===== config.mk =====
export PLATFORM = sky130hd
export DESIGN_NAME = satellite_fuzzer_gen2_flat
export DESIGN_NICKNAME = d
export VERILOG_FILES = /design/src/rtl/satellite_fuzzer_gen2_if.sv /design/src/rtl/satellite_fuzzer_gen2.sv /design/src/flat_wrapper.sv
export SDC_FILE = /design/constraint.sdc
export NUM_CORES = 1
export LEC_CHECK = 0
export CORE_AREA = 3 3 251 253
export DETAILED_ROUTE_END_ITERATION = 6
export DIE_AREA = 0 0 254 256
export PLACE_DENSITY = 0.52
export SLEW_MARGIN = 25
export SYNTH_ARGS = -nofsm -noshare
export SYNTH_HDL_FRONTEND = slang
export SYNTH_SLANG_ARGS = --single-unit

===== constraint.sdc =====
create_clock -name clk -period 19.1 [get_ports clk]
set_input_delay 4.775 -clock clk [delete_from_list [all_inputs] [get_ports clk]]
set_output_delay 4.775 -clock clk [all_outputs]
set_load 0.02 [all_outputs]

===== src/rtl/satellite_fuzzer_gen2_if.sv =====
// Bundles the Central Fuzzer register bus and the stimulus/response channel to the IP.
// The master modport is the fuzzer's view; the slave modport is the environment's view.
interface satellite_fuzzer_gen2_if #(
  parameter int DATA_WIDTH = 32
);
  logic                  hsel;
  logic                  hwrite;
  logic [3:0]            haddr;
  logic [31:0]           hwdata;
  logic [31:0]           hrdata;
  logic                  stim_valid;
  logic                  stim_ready;
  logic [DATA_WIDTH-1:0] stim_a;
  logic [DATA_WIDTH-1:0] stim_b;
  logic [3:0]            stim_op;
  logic                  resp_valid;
  logic [DATA_WIDTH-1:0] resp_data;

  modport master (
    input  hsel, hwrite, haddr, hwdata, stim_ready, resp_valid, resp_data,
    output hrdata, stim_valid, stim_a, stim_b, stim_op
  );

  modport slave (
    output hsel, hwrite, haddr, hwdata, stim_ready, resp_valid, resp_data,
    input  hrdata, stim_valid, stim_a, stim_b, stim_op
  );
endinterface


===== src/rtl/satellite_fuzzer_gen2.sv =====
// Autonomous stimulus engine: issues LFSR or seed-mutated ALU patterns, checks responses
// against a golden model and reports hang/overflow/mismatch through addressed registers.
module satellite_fuzzer_gen2 #(
  parameter int          DATA_WIDTH      = 32,
  parameter int          NUM_PATTERNS    = 16,
  parameter int          MAX_WAIT_CYCLES = 100,
  parameter logic [31:0] LFSR_SEED       = 32'hACE12345
) (
  input  logic                   clk,
  input  logic                   rst_n,
  satellite_fuzzer_gen2_if.master bus,
  output logic                   busy,
  output logic                   done
);
  localparam int          DW   = DATA_WIDTH;
  localparam logic [31:0] TAPS = 32'h80200003;
  localparam logic [DW-1:0] ONE = {{(DW-1){1'b0}}, 1'b1};

  typedef enum logic [2:0] {IDLE, ISSUE, WAIT, CHECK, HANG, DONE} state_t;
  state_t state, state_nxt;

  logic [1:0]    mode;
  logic [DW-1:0] seed;
  logic [31:0]   lfsr, lfsr_nxt;
  logic [15:0]   pattern_cnt, error_cnt, wait_cnt;
  logic          hang_f, ovf_f, mis_f;
  logic [DW-1:0] a_q, b_q, resp_q;
  logic [3:0]    op_q;

  logic          running, ctrl_wr, seed_wr, start_go, abort, accept, timeout, last_pat, load;
  logic          mism, ovf;
  logic [1:0]    eff_mode;
  logic [15:0]   nidx, sh, code;
  logic [DW:0]   sum;
  logic [DW-1:0] golden, a_nxt, b_nxt, rev_a;
  logic [3:0]    op_nxt;
  logic [31:0]   seed_ext;

  assign running  = (state == ISSUE) || (state == WAIT) || (state == CHECK) || (state == HANG);
  assign ctrl_wr  = bus.hsel && bus.hwrite && (bus.haddr == 4'h0);
  assign seed_wr  = bus.hsel && bus.hwrite && (bus.haddr == 4'h4);
  assign start_go = ctrl_wr && !running && bus.hwdata[2] &&
                    ((bus.hwdata[1:0] == 2'd1) || (bus.hwdata[1:0] == 2'd2));
  assign abort    = ctrl_wr && running && (bus.hwdata[1:0] == 2'd0);
  assign accept   = (state == ISSUE) && bus.stim_ready;
  // wait_cnt reads k in the k-th ISSUE/WAIT cycle, so the last allowed cycle is MAX-2
  assign timeout  = (wait_cnt + 16'd1) == 16'(MAX_WAIT_CYCLES - 1);
  assign last_pat = (pattern_cnt + 16'd1) == 16'(NUM_PATTERNS);
  assign eff_mode = start_go ? bus.hwdata[1:0] : mode;
  assign load     = (state_nxt == ISSUE) && (state != ISSUE);
  assign lfsr_nxt = (lfsr >> 1) ^ (lfsr[0] ? TAPS : 32'h0);

  always_comb begin
    state_nxt = state;
    case (state)
      IDLE, DONE: if (start_go) state_nxt = ISSUE;
      ISSUE: begin
        if (abort)        state_nxt = IDLE;
        else if (timeout) state_nxt = HANG;
        else if (accept)  state_nxt = WAIT;
      end
      WAIT: begin
        if (abort)               state_nxt = IDLE;
        else if (bus.resp_valid) state_nxt = CHECK;
        else if (timeout)        state_nxt = HANG;
      end
      CHECK:   state_nxt = abort ? IDLE : (last_pat ? DONE : ISSUE);
      HANG:    state_nxt = abort ? IDLE : DONE;
      default: state_nxt = IDLE;
    endcase
  end

  // Operands are latched on ISSUE entry, so they stay valid for the golden check after the LFSR steps
  always_comb begin
    rev_a = '0;
    for (int i = 0; i < DW; i++) rev_a[i] = lfsr[DW-1-i];
    nidx = (state == CHECK) ? (pattern_cnt + 16'd1) : 16'd0;
    sh   = nidx % 16'(DW);
    if (eff_mode == 2'd2) begin
      a_nxt  = seed ^ (ONE << sh);
      b_nxt  = ~seed;
      op_nxt = 4'(nidx % 16'd5);
    end else begin
      a_nxt  = lfsr[DW-1:0];
      b_nxt  = rev_a;
      op_nxt = {1'b0, lfsr[DW-1 -: 3]};
    end
  end

  always_comb begin
    sum = {1'b0, a_q} + {1'b0, b_q};
    case (op_q)
      4'd0:    golden = sum[DW-1:0];
      4'd1:    golden = a_q - b_q;
      4'd2:    golden = a_q & b_q;
      4'd3:    golden = a_q | b_q;
      4'd4:    golden = a_q ^ b_q;
      default: golden = '0;
    endcase
    mism = (resp_q != golden);
    ovf  = (op_q == 4'd0) && sum[DW];
  end

  always_ff @(posedge clk or negedge rst_n) begin
    if (!rst_n) state <= IDLE;
    else        state <= state_nxt;
  end

  always_ff @(posedge clk or negedge rst_n) begin
    if (!rst_n) begin
      mode <= '0; seed <= '0; lfsr <= LFSR_SEED;
      pattern_cnt <= '0; error_cnt <= '0; wait_cnt <= '0;
      hang_f <= 1'b0; ovf_f <= 1'b0; mis_f <= 1'b0;
      a_q <= '0; b_q <= '0; op_q <= '0; resp_q <= '0;
    end else begin
      if (ctrl_wr && (!running || bus.hwdata[1:0] == 2'd0)) mode <= bus.hwdata[1:0];
      if (seed_wr && !running) seed <= bus.hwdata[DW-1:0];
      if (accept) lfsr <= lfsr_nxt;
      if (load) begin
        a_q <= a_nxt; b_q <= b_nxt; op_q <= op_nxt; wait_cnt <= '0;
      end else if (state == ISSUE || state == WAIT) begin
        wait_cnt <= wait_cnt + 16'd1;
      end
      if (state == WAIT && bus.resp_valid) resp_q <= bus.resp_data;
      if (start_go) begin
        pattern_cnt <= '0; error_cnt <= '0;
        hang_f <= 1'b0; ovf_f <= 1'b0; mis_f <= 1'b0;
      end else if (state == CHECK) begin
        pattern_cnt <= pattern_cnt + 16'd1;
        if (ovf)  ovf_f <= 1'b1;
        if (mism) mis_f <= 1'b1;
        if ((ovf || mism) && error_cnt != 16'hFFFF) error_cnt <= error_cnt + 16'd1;
      end else if (state == HANG) begin
        hang_f <= 1'b1;
        if (error_cnt != 16'hFFFF) error_cnt <= error_cnt + 16'd1;
      end
    end
  end

  assign bus.stim_valid = (state == ISSUE);
  assign bus.stim_a     = a_q;
  assign bus.stim_b     = b_q;
  assign bus.stim_op    = op_q;
  assign busy           = running;
  assign done           = (state == DONE);

  always_comb begin
    seed_ext         = '0;
    seed_ext[DW-1:0] = seed;
    code = hang_f ? 16'hBEEF : (ovf_f ? 16'hC0DE : (mis_f ? 16'hFFFF : 16'h0000));
    case (bus.haddr)
      4'h0:    bus.hrdata = {30'b0, mode};
      4'h4:    bus.hrdata = seed_ext;
      4'h8:    bus.hrdata = {code, 11'b0, done, busy, 1'b0, mode};
      4'hC:    bus.hrdata = {error_cnt, pattern_cnt};
      default: bus.hrdata = '0;
    endcase
  end
endmodule


===== src/flat_wrapper.sv =====
// flat-port wrapper written by rule: the top's interface ports become plain ports
module satellite_fuzzer_gen2_flat 
#(
  parameter int          DATA_WIDTH      = 32,
  parameter int          NUM_PATTERNS    = 16,
  parameter int          MAX_WAIT_CYCLES = 100,
  parameter logic [31:0] LFSR_SEED       = 32'hACE12345
)
  (clk, rst_n, busy, done, bus_hsel, bus_hwrite, bus_haddr, bus_hwdata, bus_stim_ready, bus_resp_valid, bus_resp_data, bus_hrdata, bus_stim_valid, bus_stim_a, bus_stim_b, bus_stim_op);
  satellite_fuzzer_gen2_if #(.DATA_WIDTH(DATA_WIDTH)) bus_i ();
  input  logic clk;
  input  logic rst_n;
  output logic busy;
  output logic done;
  input wire logic [$bits(bus_i.hsel)-1:0] bus_hsel;
  input wire logic [$bits(bus_i.hwrite)-1:0] bus_hwrite;
  input wire logic [$bits(bus_i.haddr)-1:0] bus_haddr;
  input wire logic [$bits(bus_i.hwdata)-1:0] bus_hwdata;
  input wire logic [$bits(bus_i.stim_ready)-1:0] bus_stim_ready;
  input wire logic [$bits(bus_i.resp_valid)-1:0] bus_resp_valid;
  input wire logic [$bits(bus_i.resp_data)-1:0] bus_resp_data;
  output wire logic [$bits(bus_i.hrdata)-1:0] bus_hrdata;
  output wire logic [$bits(bus_i.stim_valid)-1:0] bus_stim_valid;
  output wire logic [$bits(bus_i.stim_a)-1:0] bus_stim_a;
  output wire logic [$bits(bus_i.stim_b)-1:0] bus_stim_b;
  output wire logic [$bits(bus_i.stim_op)-1:0] bus_stim_op;
  assign bus_i.hsel = bus_hsel;
  assign bus_i.hwrite = bus_hwrite;
  assign bus_i.haddr = bus_haddr;
  assign bus_i.hwdata = bus_hwdata;
  assign bus_i.stim_ready = bus_stim_ready;
  assign bus_i.resp_valid = bus_resp_valid;
  assign bus_i.resp_data = bus_resp_data;
  assign bus_hrdata = bus_i.hrdata;
  assign bus_stim_valid = bus_i.stim_valid;
  assign bus_stim_a = bus_i.stim_a;
  assign bus_stim_b = bus_i.stim_b;
  assign bus_stim_op = bus_i.stim_op;
  satellite_fuzzer_gen2 #(.DATA_WIDTH(DATA_WIDTH), .NUM_PATTERNS(NUM_PATTERNS), .MAX_WAIT_CYCLES(MAX_WAIT_CYCLES), .LFSR_SEED(LFSR_SEED)) u_core (.clk(clk), .rst_n(rst_n), .bus(bus_i), .busy(busy), .done(done));
endmodule

==> impl_metrics.ini <==
[detailed_routing]
drt_iter0_drc = 1380
wl_per_cell_um = 21.7
via_count = 17200
via_per_inst = 5.51
ant_nets = 0
route.detailed.drc = 0
dr.pass1.iters = 5
routed_wl_um = 67700

[synthesis]
synth.avg_cell_area_um2 = 8.23
syn_area_mm2 = 0.0182
ys_async_sr_fraction_pct = 100
synth_edf_count = 0
yosys_warnings = 0
synthCells = 2215
netlist-cell-type-count = 104
synth_top_area_share_pct = 28.3
synth_top_area_cell = dfrtp_1
syn_nets = 2396
ys_ff_latch = 220
synth_ff_type = dfrtp_1
synth_area_leaders = dfrtp_1, ha_1, mux2_2, a21oi_1, nor2_1
synth.most_common_cell = nor2_1
netlist_top_cells_count = nor2_1, dfrtp_1, nand2_1
ys_seq_area_share_pct = 30.3

[clocking]
cts_made_buffers = 27
holdBufCountCts = 0
h-tree-depth = 1
root_buffer = clkbuf_16
cts_setup_buffers = 0
cts_resized = 0
cts_tree = built
clock_latency_ns = 0.57
clk_pin_slew_ns = 0.06
cts_sinks = 220
cts_buffer_depth = 3

[setup_path]
endpoint_kind = output pin
path_class = primary input to output pin
cp.required_ns = 14.32
cp.arrival_ns = 7.66
worstPathMaxFanout = 18
startpoint_type = primary input

[sta]
period_minus_slack_ns = 12.44
tightest_slew_ns = 0.952
finalSetupViolations = 0
fmax_ghz = 0.0804
rsz0062_at_grt = no
finalHoldViolations = 0
period_share_pct = 65.1
tns_ns = 0
clock-skew-final_ns = 0.0120
slew-limit-headroom_pct = 36.5
maxSlewViolCount = 0

[floorplan]
fp.dieW_um = 254
start_util_pct = 29.8
fp-row-count = 91
io_pins = 177
die-area_mm2 = 0.0650
coreArea_mm2 = 0.0613
chipHeight_um = 256

[finish]
drive_above_1_share_pct = 9.95
area_growth_pct = 18.8
nets = 2482
utilization_pct = 35.4
fill_cells = 6358

[place]
portBuffers = 176
gp_congestion = 0.897
place_hpwl_um = 51200

[power]
ir_drop_mv = 0.0750
p_int_uw = 1880
swShare_pct = 50.5
powerDensity_mw_per_mm2 = 176
p_leak_uw = 0.00876
power_frac_comb_pct = 59.5
p_seq_share_pct = 25.0
total_power_uw = 3810
pwr-share-clk_pct = 15.5
power.switching_uw = 1920

[global_routing]
grt_pass1_wl_um = 102000
grt_antenna_before_repair = 2
grt.busiest_layer = met2
globalRouteOverflowTotal = 0
grt_use_met1_pct = 29.0
met2_usage_pct = 31.6
grt_pass1_vias = 16500
grt_max_degree = 93
grt_util_met3_pct = 2.96
grt_usage_pct = 20.2

[run_status]
status = completed

[job]
maxCapViolCount = 0

[min_path]
min_path_type = register to register
## sequential cells by signal, indices dropped and copies added (netlist names)
register,cells
u_core.mis_f,1
u_core.seed,32
u_core.mode,2
u_core.resp_q,32
u_core.bus.stim_b,32
u_core.bus.stim_op,4
u_core.state,3
u_core.lfsr,32
u_core.wait_cnt,16
u_core.error_cnt,16
u_core.hang_f,1
u_core.ovf_f,1
u_core.pattern_cnt,16
u_core.bus.stim_a,32
## final timing paths
check	from	slack, ns	cells after the start	endpoint
min in group asynchronous	rst_n	4.20	1	u_core.resp_q[12]
max	bus_haddr[2]	6.66	6	bus_hrdata[16]
min reg2reg	u_core.lfsr[21]	0.53	2	u_core.lfsr[21]
max reg2reg	u_core.pattern_cnt[0]	10.83	25	u_core.bus.stim_op[1]
min	u_core.lfsr[21]	0.53	2	u_core.lfsr[21]
max in group asynchronous	rst_n	12.93	3	u_core.pattern_cnt[13]
## metal layers
metal  up-vias  part of all wire (%)
met3        81                   5.9
met1      8341                    47
met2       548                    44
li1       8196                     -
met5         -                     0
met4         0                   2.6
## area by class of cell
class                           instances  area (um2)  share of cell area [%]
Multi-Input combinational cell       1744       11800                    54.5
Antenna cell                            2        5.00                  0.0231
Timing Repair Buffer                  196        1920                    8.88
Clock buffer                           34         762                    3.52
Sequential cell                       220        5520                    25.5
Inverter                              112         420                    1.94
Clock inverter                         15         238                    1.10
Tap cell                              790         988                    4.56
## power groups by stage
stage               clock network [uW]  registers (uW)  logic, uW
global route                       620             980       2480
global placement                     0             960       2220
CTS                                605             951       2250
floorplan                            0             847       1570
detailed placement                   0             957       2240
finish                             589             953       2260
## cells by family (layout without fill, tap and decap cells)
group                      after synthesis  count (layout)  share of synthesized area (%)
xor gates and xnor gates               114             114                           5.48
adders and majority gates              110             110                           7.60
other                                    0               2                              0
buffers and inverters                  251             357                           5.29
and+or+nand+nor                        760             760                           20.4
AOI/OAI and AO/OA                      625             625                           22.9
DFF                                    220             220                           30.3
muxes                                  135             135                           8.08
## critical path: stages
cell and delay (ns):
clkdlybuf4s50_1 0.80, nor2b_1 0.41, and2_0 0.70, a22oi_1 0.19, nand2_1 0.13, clkdlybuf4s50_1 0.64
## layout by cell type (no fill, tap or decap), drive strengths merged, types with 10 or more instances in the layout
master / Yosys / routed
a22oi: 30 / 30
or3: 31 / 31
nand3: 57 / 57
a221oi: 10 / 10
mux2: 97 / 97
nor4: 22 / 22
dfstp: 14 / 14
nand4: 33 / 33
nor3: 56 / 56
inv: 111 / 112
a211oi: 43 / 43
a31oi: 23 / 23
o31ai: 22 / 22
buf: 28 / 22
nand2b: 23 / 23
o21bai: 16 / 16
xor2: 43 / 43
o21a: 13 / 13
nor2: 221 / 221
clkbuf: 111 / 34
nand2: 208 / 208
and3: 17 / 17
or4: 11 / 11
o211ai: 24 / 24
xnor2: 71 / 71
ha: 105 / 105
mux2i: 38 / 38
and2: 31 / 31
a21o: 15 / 15
o21ai: 136 / 136
nor2b: 11 / 11
clkdlybuf4s50: 0 / 174
o22ai: 14 / 14
a21oi: 174 / 174
dfrtp: 206 / 206
## metrics by stage
| step | hold WS, ns | instances | cell area, um2 | setup slack, ns |
|---|---|---|---|---|
| after floorplan | 0.463 | 2215 | 18200 | 8.11 |
| after global placement | 0.514 | 3061 | 20600 | 6.37 |
| after detailed placement | 0.518 | 3061 | 20600 | 6.27 |
| after CTS | 0.527 | 3110 | 21600 | 6.25 |
| after global routing | 0.537 | 3111 | 21600 | 6.50 |
| final | 0.527 | 3113 | 21700 | 6.66 |
Power figures use the tool's default switching activity.
